File: src/rtl/led_receiver.sv
// Receives a serial BCD display link, keeps the last good frame as BCD and as binary.
// Latency: SYNC_STAGES+1 clk from a link falling edge to the sample, then DIGITS clk of conversion.
// No backpressure: the link is free-running, and bad or aborted frames are dropped with a frame_err pulse.
module led_receiver #(
   parameter int SYNC_STAGES = 2,
   parameter int DIGITS      = 8
) (
   input  logic        clk,
   input  logic        rst,
   input  logic        clk_in,
   input  logic        cclr_neg,
   input  logic [3:0]  num,
   output logic [31:0] value,
   output logic [31:0] digits,
   output logic        value_valid,
   output logic        frame_err,
   output logic        locked
);

   localparam int IW = (DIGITS > 1) ? $clog2(DIGITS) : 1;
   localparam logic [IW-1:0] LAST = IW'(DIGITS - 1);

   typedef enum logic [1:0] {IDLE, ARM, RECV} state_t;

   logic [SYNC_STAGES-1:0]       clk_sync_q, clk_sync_d;
   logic [SYNC_STAGES-1:0]       cclr_sync_q, cclr_sync_d;
   logic [SYNC_STAGES-1:0][3:0]  num_sync_q, num_sync_d;
   logic                         clk_prev_q, clk_prev_d;
   logic                         clk_s, cclr_s, sample;
   logic [3:0]                   num_s;

   state_t                       state_q, state_d;
   logic [IW-1:0]                idx_q, idx_d;
   logic                         bad_q, bad_d;
   logic [DIGITS-1:0][3:0]       cap_q, cap_d;
   logic                         start;
   logic                         err_q, err_d;
   logic                         locked_q, locked_d;

   logic                         busy_q, busy_d;
   logic [IW-1:0]                cnt_q, cnt_d;
   logic [26:0]                  acc_q, acc_d, acc_nx;
   logic [DIGITS-1:0][3:0]       conv_q, conv_d;
   logic [31:0]                  value_q, value_d;
   logic [31:0]                  digits_q, digits_d;
   logic                         vv_q, vv_d;

   // Places digit 0 in the most significant nibble, zero-extending short frames.
   function automatic logic [31:0] pack_bcd(input logic [DIGITS-1:0][3:0] buf_in);
      logic [31:0] r;
      r = '0;
      for (int i = 0; i < DIGITS; i++) begin
         r[4*(DIGITS-1-i) +: 4] = buf_in[i];
      end
      return r;
   endfunction

   // Synchronizer chains (identical depth keeps the three link signals aligned) and sample detect.
   always_comb begin
      clk_sync_d  = {clk_sync_q[SYNC_STAGES-2:0], clk_in};
      cclr_sync_d = {cclr_sync_q[SYNC_STAGES-2:0], cclr_neg};
      num_sync_d  = {num_sync_q[SYNC_STAGES-2:0], num};
      clk_s       = clk_sync_q[SYNC_STAGES-1];
      cclr_s      = cclr_sync_q[SYNC_STAGES-1];
      num_s       = num_sync_q[SYNC_STAGES-1];
      clk_prev_d  = clk_s;
      sample      = clk_prev_q & ~clk_s;
   end

   // Receive FSM: frame alignment, digit capture, bad-digit tracking and frame hand-off.
   always_comb begin
      state_d = state_q;
      idx_d   = idx_q;
      bad_d   = bad_q;
      cap_d   = cap_q;
      err_d   = 1'b0;
      start   = 1'b0;
      case (state_q)
         IDLE: begin
            if (sample && !cclr_s) state_d = ARM;
         end
         ARM: begin
            // The first sample after the clear carries a stale digit and is dropped.
            if (sample && cclr_s) begin
               state_d = RECV;
               idx_d   = '0;
               bad_d   = 1'b0;
            end
         end
         RECV: begin
            if (sample) begin
               if (!cclr_s) begin
                  state_d = ARM;
                  err_d   = (idx_q != '0);
                  idx_d   = '0;
                  bad_d   = 1'b0;
               end else begin
                  cap_d[idx_q] = num_s;
                  if (idx_q == LAST) begin
                     idx_d = '0;
                     bad_d = 1'b0;
                     if (bad_q || (num_s > 4'd9)) err_d = 1'b1;
                     else                         start = 1'b1;
                  end else begin
                     idx_d = idx_q + IW'(1);
                     bad_d = bad_q | (num_s > 4'd9);
                  end
               end
            end
         end
         default: state_d = IDLE;
      endcase
      locked_d = (state_d == RECV);
   end

   // Sequential BCD-to-binary conversion, MSD first, from its own buffer.
   always_comb begin
      busy_d   = busy_q;
      cnt_d    = cnt_q;
      acc_d    = acc_q;
      conv_d   = conv_q;
      value_d  = value_q;
      digits_d = digits_q;
      vv_d     = 1'b0;
      acc_nx   = (acc_q << 3) + (acc_q << 1) + 27'(conv_q[cnt_q]);
      if (start) begin
         conv_d = cap_d;
         busy_d = 1'b1;
         cnt_d  = '0;
         acc_d  = '0;
      end else if (busy_q) begin
         acc_d = acc_nx;
         cnt_d = cnt_q + IW'(1);
         if (cnt_q == LAST) begin
            busy_d   = 1'b0;
            cnt_d    = '0;
            value_d  = 32'(acc_nx);
            digits_d = pack_bcd(conv_q);
            vv_d     = 1'b1;
         end
      end
   end

   // State registers, all cleared asynchronously.
   always_ff @(posedge clk or posedge rst) begin
      if (rst) begin
         clk_sync_q  <= '0;
         cclr_sync_q <= '0;
         num_sync_q  <= '0;
         clk_prev_q  <= 1'b0;
         state_q     <= IDLE;
         idx_q       <= '0;
         bad_q       <= 1'b0;
         cap_q       <= '0;
         err_q       <= 1'b0;
         locked_q    <= 1'b0;
         busy_q      <= 1'b0;
         cnt_q       <= '0;
         acc_q       <= '0;
         conv_q      <= '0;
         value_q     <= '0;
         digits_q    <= '0;
         vv_q        <= 1'b0;
      end else begin
         clk_sync_q  <= clk_sync_d;
         cclr_sync_q <= cclr_sync_d;
         num_sync_q  <= num_sync_d;
         clk_prev_q  <= clk_prev_d;
         state_q     <= state_d;
         idx_q       <= idx_d;
         bad_q       <= bad_d;
         cap_q       <= cap_d;
         err_q       <= err_d;
         locked_q    <= locked_d;
         busy_q      <= busy_d;
         cnt_q       <= cnt_d;
         acc_q       <= acc_d;
         conv_q      <= conv_d;
         value_q     <= value_d;
         digits_q    <= digits_d;
         vv_q        <= vv_d;
      end
   end

   assign value       = value_q;
   assign digits      = digits_q;
   assign value_valid = vv_q;
   assign frame_err   = err_q;
   assign locked      = locked_q;

endmodule

File: config.mk
export PLATFORM = sky130hd
export DESIGN_NAME = led_receiver
export DESIGN_NICKNAME = d
export VERILOG_FILES = /design/src/rtl/led_receiver.sv
export SDC_FILE = /design/constraint.sdc
export NUM_CORES = 1
export LEC_CHECK = 0
export CAP_MARGIN = 0
export CORE_MARGIN = 2
export CORE_UTILIZATION = 63
export DETAILED_ROUTE_END_ITERATION = 16
export HOLD_SLACK_MARGIN = 0.15
export PLACE_DENSITY = 0.82
export SLEW_MARGIN = 5
export SYNTH_ARGS = -nofsm -noshare
export SYNTH_HDL_FRONTEND = slang
export SYNTH_SLANG_ARGS = --single-unit
File: constraint.sdc
create_clock -name clk -period 11.3 [get_ports clk]
set_clock_uncertainty 0.15 [all_clocks]
set_input_delay 1.695 -clock clk [delete_from_list [all_inputs] [get_ports clk]]
set_output_delay 1.695 -clock clk [all_outputs]
set_load 0.05 [all_outputs]
==> parameters.txt, run 1 <==
Parameter                              Value

Status
  Run status ... complete, no violations

Routing
  DR vias/cell ... 5.995
  Detailed Routing Iterations Pass 1 ... 5
  Number of nets with antenna violations after routing ... 0
  Routed wirelength normalized by instance count ... approximately 19 microns
  Number of design-rule violations left by the first detailed-router iteration ... 554
  Remaining DRCs ... 0
  WL final ... ~19000 microns
  Total number of vias ... 6121

Power and ir drop
  Switching power share of the total ... between 20% and 30%
  Comb power frac ... 3.5%
  Net Sw Power ... 0.0002961 W
  Sequential Power Share ... 50.7%
  Internal power ... slightly below 0.001 W
  Leakage power total ... ~4.9 nW
  Clock network fraction of total power ... between 40% and 50%
  Ratio of total power to cell area ... 129.4 nW/um^2
  Maximum VDD drop ... about 0.00011 V

Finish
  Most common cell after layout, fill and taps aside ... dfrtp_1
  Share of layout cells above drive strength 1 ... approximately 14%
  Antenna Diode Count ... 0
  Area of all placed cells without fillers ... around 9900 sq um
  Layout-stage area growth over the synthesis result ... 14.83%
  NumNets Final ... ~900
  Commonest cells after routing, fill and taps aside ... dfrtp_1 (175), nand2_1 (158), clkdlybuf4s50_1 (69)

Yosys
  Avg Cell Area, Syn ... approximately 11 sq um
  Sequential fraction of the synthesis area ... 50.93%
  Main combinational cell family by area after synthesis ... simple AND/OR/NAND/NOR gates
  Register bit total from synthesis ... 175
  Adder and majority cell fraction of the synthesized area ... 8.178%
  Synthesis warning total ... 0
  Number of distinct library cells after synthesis ... 67
  Synth async-reset ratio ... 100.0%
  Netlist area before placement ... ~8600 sq um
  Number of synthesized flops with an enable pin ... 0
  Compound-cell area share of the yosys netlist ... under 10%
  Share of cell area taken by muxes after synthesis ... between 10% and 20%
  Area share of and/or/nand/nor cells after synthesis ... about an eighth
  Xor/xnor share of the synthesized area ... under 10%
  Post-Syn Instances ... about 780
  Leading register cell type out of synthesis ... dfrtp_1

Floorplanning
  Die footprint ... approximately 15000 sq um
  Initial Utilization ... about two thirds
  Core ar. ... between 10000 and 15000 sq um
  Vert. Die Dim ... approximately 120 microns
  # IOs ... between 70 and 80
  Die width ... roughly 120 microns
  Count of standard-cell rows ... 42

Worst setup path
  CP cell instances ... mux4_2 > mux2_2 > ha_1 > ha_1 > fa_1 > a21oi_1 > o221a_4 > o21bai_1 > a21oi_1 > o21bai_2 > mux2i_1 > a31o_2
  Setup CP Type ... flop to flop
  Critical path launch point type ... flop
  Slowest-stage cell, CP ... dfrtp_1
  Element type at the critical path end ... flop
  Required time worst endpoint ... ~11000 ps
  Maximum fanout count along the critical path ... 11
  Worst Path Arrival ... 4490 ps
  Worst path buffer plus inverter count ... 0
  Largest stage delay on the critical path ... around 700 ps
  Largest delay contributor family on the critical path ... compound AO/OA/AOI/OAI gates

Placed design
  Pre-CTS setup slack ... between 7000 and 8000 ps
  DP Area ... slightly above 9000 sq um
  Port Buf Inserts ... 69
  Sum of net half-perimeters after detailed placement ... 13050 microns
  Routability congestion estimate ... between 0.8 and 0.9

Global routing
  Number of antenna violations at the first check in global routing ... 0
  Largest net degree at the start of global routing ... about 110
  Most Used Layer, Global Route ... met2
  Global-route usage over all layers ... between 20% and 30%
  Met2 capacity usage during global routing ... 48.00%
  Met1 global-route usage ... a little over a third
  Global-route wire length before repair ... around 32000 microns
  Met3 usage in global routing ... slightly below 5%
  Via count of the first global-routing pass ... roughly 6300
  GR Overflow Total ... 0

CTS
  Buffer levels on the longest clock path ... 2
  Number of buffers inserted to repair setup after CTS ... 0
  Number of hold buffers added after cts ... 0
  Clock tree from TritonCTS ... built
  Clock root cell ... clkbuf_16
  Clock latency on the worst-skew pair ... roughly 440 ps
  CTS sink cnt ... roughly 180
  Register clock-pin slew on the reported worst setup and hold paths ... ~70 ps
  CTS H-Tree Depth ... 4
  Cts repair resizes ... 0
  Num CTS Buffers ... 17

Timing
  Final Critical Period ... around 4300 ps
  Final setup violation count ... 0
  Max transition margin ... 32.73%
  Post-route setup TNS ... 0 ps
  Slew at the pin with the worst max-slew slack ... a little over 1000 ps
  Fin worst setup slack ... 6980 ps
  Count of final max-slew check failures ... 0
  RSZ-0062 raised after global routing ... no
  Achievable clock frequency ... between 0.2 and 0.25 GHz
  Final hold violation count ... 0
  Period utilisation layout ... between 30% and 40%

Hold path
  Type of the most critical hold path ... flop to flop

Run
  Total of max-cap violations ... 0
-- through the flow --
stage / hold slack, ps / util, % / cells / power [W]
floorplan: 181.2 / - / 788 / 0.0006915
global placement: 182.1 / 69.88 / 990 / 0.0007007
detailed placement: 184.7 / 69.88 / 990 / 0.0007045
CTS: 199.0 / 74.26 / 1021 / 0.001281
global route: 202.1 / 74.26 / 1021 / 0.001313
finish: 197.3 / 74.26 / 1021 / 0.001277
-- per-layer routing --
metal	wire (microns)	part of all wire, %
met5	0	0
met4	692	3.6
met3	805	4.2
met2	9759	51
met1	7919	41
-- power groups by stage --
stage | clock network [W] | logic (W) | registers (W)
2_1_floorplan | 0 | 0.0000325 | 0.000659
3_3_place_gp | 0 | 0.0000427 | 0.000658
3_5_place_dp | 0 | 0.0000449 | 0.000660
4_1_cts | 0.000588 | 0.0000453 | 0.000648
5_1_grt | 0.000614 | 0.0000499 | 0.000649
6_report | 0.000585 | 0.0000446 | 0.000648
-- registers in the layout, summed over array words and instances (netlist names) --
signal	count
bad_q	1
cnt_q	3
value_valid	1
idx_q	3
state_q	2
value	27
cclr_sync_q	2
cap_q	32
conv_q	32
digits	32
num_sync_d	4
num_s	4
busy_q	1
clk_prev_q	1
acc_q	26
locked	1
frame_err	1
clk_sync_q	2
-- cell usage after synthesis, types with 6 or more instances --
cell type	n	share of area, %
dfrtp_1	175	51
nand2_1	158	6.9
ha_1	53	7.7
mux2_2	52	6.8
o21ai_0	47	2.7
a21oi_1	30	1.7
nand3_1	22	1.3
nor2_1	21	0.92
mux2_1	18	2.4
inv_1	17	0.74
clkbuf_1	14	0.61
xnor2_1	13	1.3
buf_2	12	0.70
mux2i_1	9	1.0
xor2_1	9	0.92
a21o_1	8	0.70
buf_4	8	0.70
mux4_2	8	2.1
nor2b_1	7	0.51
o21a_1	7	0.61
a31oi_1	6	0.44
and3_1	6	0.44
buf_6	6	0.79
or3_1	6	0.44
-- cell type report --
class / count / area [sq um]
inverters: 19 / 76.32
multi-input cells: 547 / 3894
clock inverters: 14 / 157.7
flip-flops and latches: 175 / 4379
repair buffers: 73 / 720.7
well taps: 176 / 220.2
fillers: 887 / 3422
clock buffers: 17 / 425.4
-- path summary, 6_finish.rpt --
path	depth (start not counted)	slack, ps	from	to
max in group asynchronous	3	7840	rst	acc_q[21]
worst max register to register	12	6980	cnt_q[0]	acc_q[20]
min in group asynchronous	2	1680	rst	digits[31]
worst min-delay path	0	200	clk_sync_q[0]	clk_sync_q[1]
worst max-delay path	12	6980	cnt_q[0]	acc_q[20]
worst min register to register	0	200	clk_sync_q[0]	clk_sync_q[1]
-- logic make-up after synthesis --
group	Yosys count
simple gates	248
flops	175
compound gates	130
mux	87
buf+inv	66
fa+ha+maj	55
xor+xnor	22
other cells	1
(Power assumes the default switching activity.)
==> run 2, diff against run 1 <==
CORE_UTILIZATION = 52   (was 63)
PLACE_DENSITY = 0.72   (was 0.82)
clock period = 3.9 ns   (was 11.3 ns; I/O delays follow)
==> run 2 against run 1 <==
  * Count of clock-buffer cells in the layout grew 2
  * Total power grew to 2.9 times the previous value
  * Hold slack gained 1.1 ps
  * Die area grew 20%
  * Register-to-register slack lost 6800 ps
  * Utilization shrank 12 points
  * First-iteration DRC count shrank 49%
  * Final area grew 2.4%
  * Non-clock buffer count grew 12
  * Critical endpoint is now value[23]
  * Largest power group unchanged
==> parameters.txt, run 2 (synthesis gave the netlist of run 1 again) <==
Parameter                              Value

Floorplanning
  Die width ... about 130 microns
  Initial Utilization ... 52.59%
  Core ar. ... roughly 16000 sq um
  # IOs ... 75
  Count of standard-cell rows ... 47
  Vert. Die Dim ... ~130 microns
  Die footprint ... approximately 18000 sq um

Worst setup path
  Element type at the critical path end ... flop
  Critical path launch point type ... flop
  Setup CP Type ... flop to flop
  Required time worst endpoint ... 4070 ps
  Worst Path Arrival ... between 3000 and 4000 ps
  Maximum fanout count along the critical path ... 5

Routing
  Number of nets with antenna violations after routing ... 0
  WL final ... 19540 microns
  Detailed Routing Iterations Pass 1 ... 5
  Number of design-rule violations left by the first detailed-router iteration ... around 280
  Remaining DRCs ... 0
  Routed wirelength normalized by instance count ... roughly 18 microns
  DR vias/cell ... about 5.6
  Total number of vias ... about 6000

Timing
  Final Critical Period ... ~3700 ps
  Post-route setup TNS ... 0 ps
  Achievable clock frequency ... 0.2694 GHz
  Final hold violation count ... 0
  Final setup violation count ... 0
  Slew at the pin with the worst max-slew slack ... a little under 900 ps
  RSZ-0062 raised after global routing ... no
  Max transition margin ... approximately two fifths
  Period utilisation layout ... roughly 95%
  Fin worst setup slack ... between 150 and 200 ps
  Count of final max-slew check failures ... 0

Placed design
  Port Buf Inserts ... 69
  Sum of net half-perimeters after detailed placement ... around 14000 microns
  Pre-CTS setup slack ... between 40 and 50 ps
  DP Area ... roughly 9500 sq um
  Routability congestion estimate ... 0.9268

CTS
  CTS H-Tree Depth ... 4
  Num CTS Buffers ... 17
  Number of buffers inserted to repair setup after CTS ... 0
  Clock tree from TritonCTS ... built
  Cts repair resizes ... 0
  Clock root cell ... clkbuf_16
  Clock latency on the worst-skew pair ... between 400 and 500 ps
  Register clock-pin slew on the reported worst setup and hold paths ... about 60 ps
  Buffer levels on the longest clock path ... 2
  CTS sink cnt ... 175
  Number of hold buffers added after cts ... 0

Power and ir drop
  Ratio of total power to cell area ... ~370 nW/um^2
  Maximum VDD drop ... around 0.00029 V
  Post-route total power ... between 0.003 and 0.004 W
  Leakage power total ... ~5 nW

Finish
  Area occupied by multi-input gates ... just under 4000 sq um
  Area of all placed cells without fillers ... roughly 10000 sq um
  Commonest cells after routing, fill and taps aside ... dfrtp_1 (174), nand2_1 (158), clkdlybuf4s50_1 (69)
  NumNets Final ... ~910
  Layout-stage area growth over the synthesis result ... 17.59%
  Register area ... approximately 4400 sq um
  Filler cells ... 1323
  Antenna Diode Count ... 0
  Share of layout cells above drive strength 1 ... 15.85%
  Most common cell after layout, fill and taps aside ... dfrtp_1

Hold path
  Type of the most critical hold path ... flop to flop

Run
  Total of max-cap violations ... 0

Global routing
  Via count of the first global-routing pass ... ~6300
  Global-route wire length before repair ... approximately 32000 microns
  Global-route usage over all layers ... a little under a quarter
  Largest net degree at the start of global routing ... 63
  Number of antenna violations at the first check in global routing ... 0
  GR Overflow Total ... 0

Status
  Run status ... complete, no violations
[run 2: cell count changes in the layout (fill, tap and decap cells not counted), moves of 2 or more]
cell / before / now
a31oi_1: 6 / 4
clkinv_4: 1 / 3
buf_12: 0 / 2
buf_4: 4 / 13
inv_8: 2 / 0
clkinvlp_4: 4 / 2
[run 2: per-layer routing]
layer / track usage [%] / routed length, microns / vias up / part of all wire (%)
met5: 0 / 0 / - / 0
met4: 9.618 / 512 / 0 / 2.6
met3: 3.985 / 705 / 37 / 3.6
met2: 40.70 / 10120 / 163 / 52
met1: 29.10 / 8195 / 3022 / 42
li1: - / - / 2843 / -
[run 2: where the power goes]
group | switching [W] | internal (W)
clock | 0.000743 | 0.000974
combinational | 0.0000898 | 0.0000460
sequential | 0.0000261 | 0.00185
total | 0.000859 | 0.00287
[run 2: stage by stage]
step | util, % | cells | hold WS (ps)
detailed placement | 57.86 | 1046 | 184.7
floorplan | - | 788 | 181.2
CTS | 61.52 | 1078 | 200.1
global placement | 57.86 | 1046 | 182.9
global route | 61.85 | 1078 | 207.5
finish | 61.85 | 1078 | 198.4
[run 2: final cells by class]
| class | count | share of cell area (%) |
|---|---|---|
| clock buffers | 19 | 4.381 |
| clock inverters | 13 | 1.534 |
| inverters | 19 | 0.7425 |
| multi-input cells | 547 | 38.99 |
| flip-flops and latches | 175 | 43.32 |
| well taps | 220 | 2.722 |
| repair buffers | 85 | 8.303 |
[run 2: path summary, 6_finish.rpt]
kind / start / endpoint / slack (ps) / cells after the start
worst max-delay path: cnt_q[0] / value[23] / 190 / 13
worst min register to register: cclr_sync_q[0] / cclr_sync_q[1] / 200 / 0
max in group asynchronous: rst / cap_q[5] / 2460 / 3
worst min-delay path: cclr_sync_q[0] / cclr_sync_q[1] / 200 / 0
worst max register to register: cnt_q[0] / value[23] / 190 / 13
min in group asynchronous: rst / clk_sync_q[0] / 410 / 2
[run 2: critical path, cell delays in order (launching register included)]
cell and delay (ps):
dfrtp_2 420, buf_4 160, mux4_2 530, mux2i_2 180, fa_1 450, inv_2 100
ha_1 240, a21o_1 180, and4_2 290, o2111ai_2 210, a21oi_1 120, or3_1 400
nand3_1 120, nand2_1 60
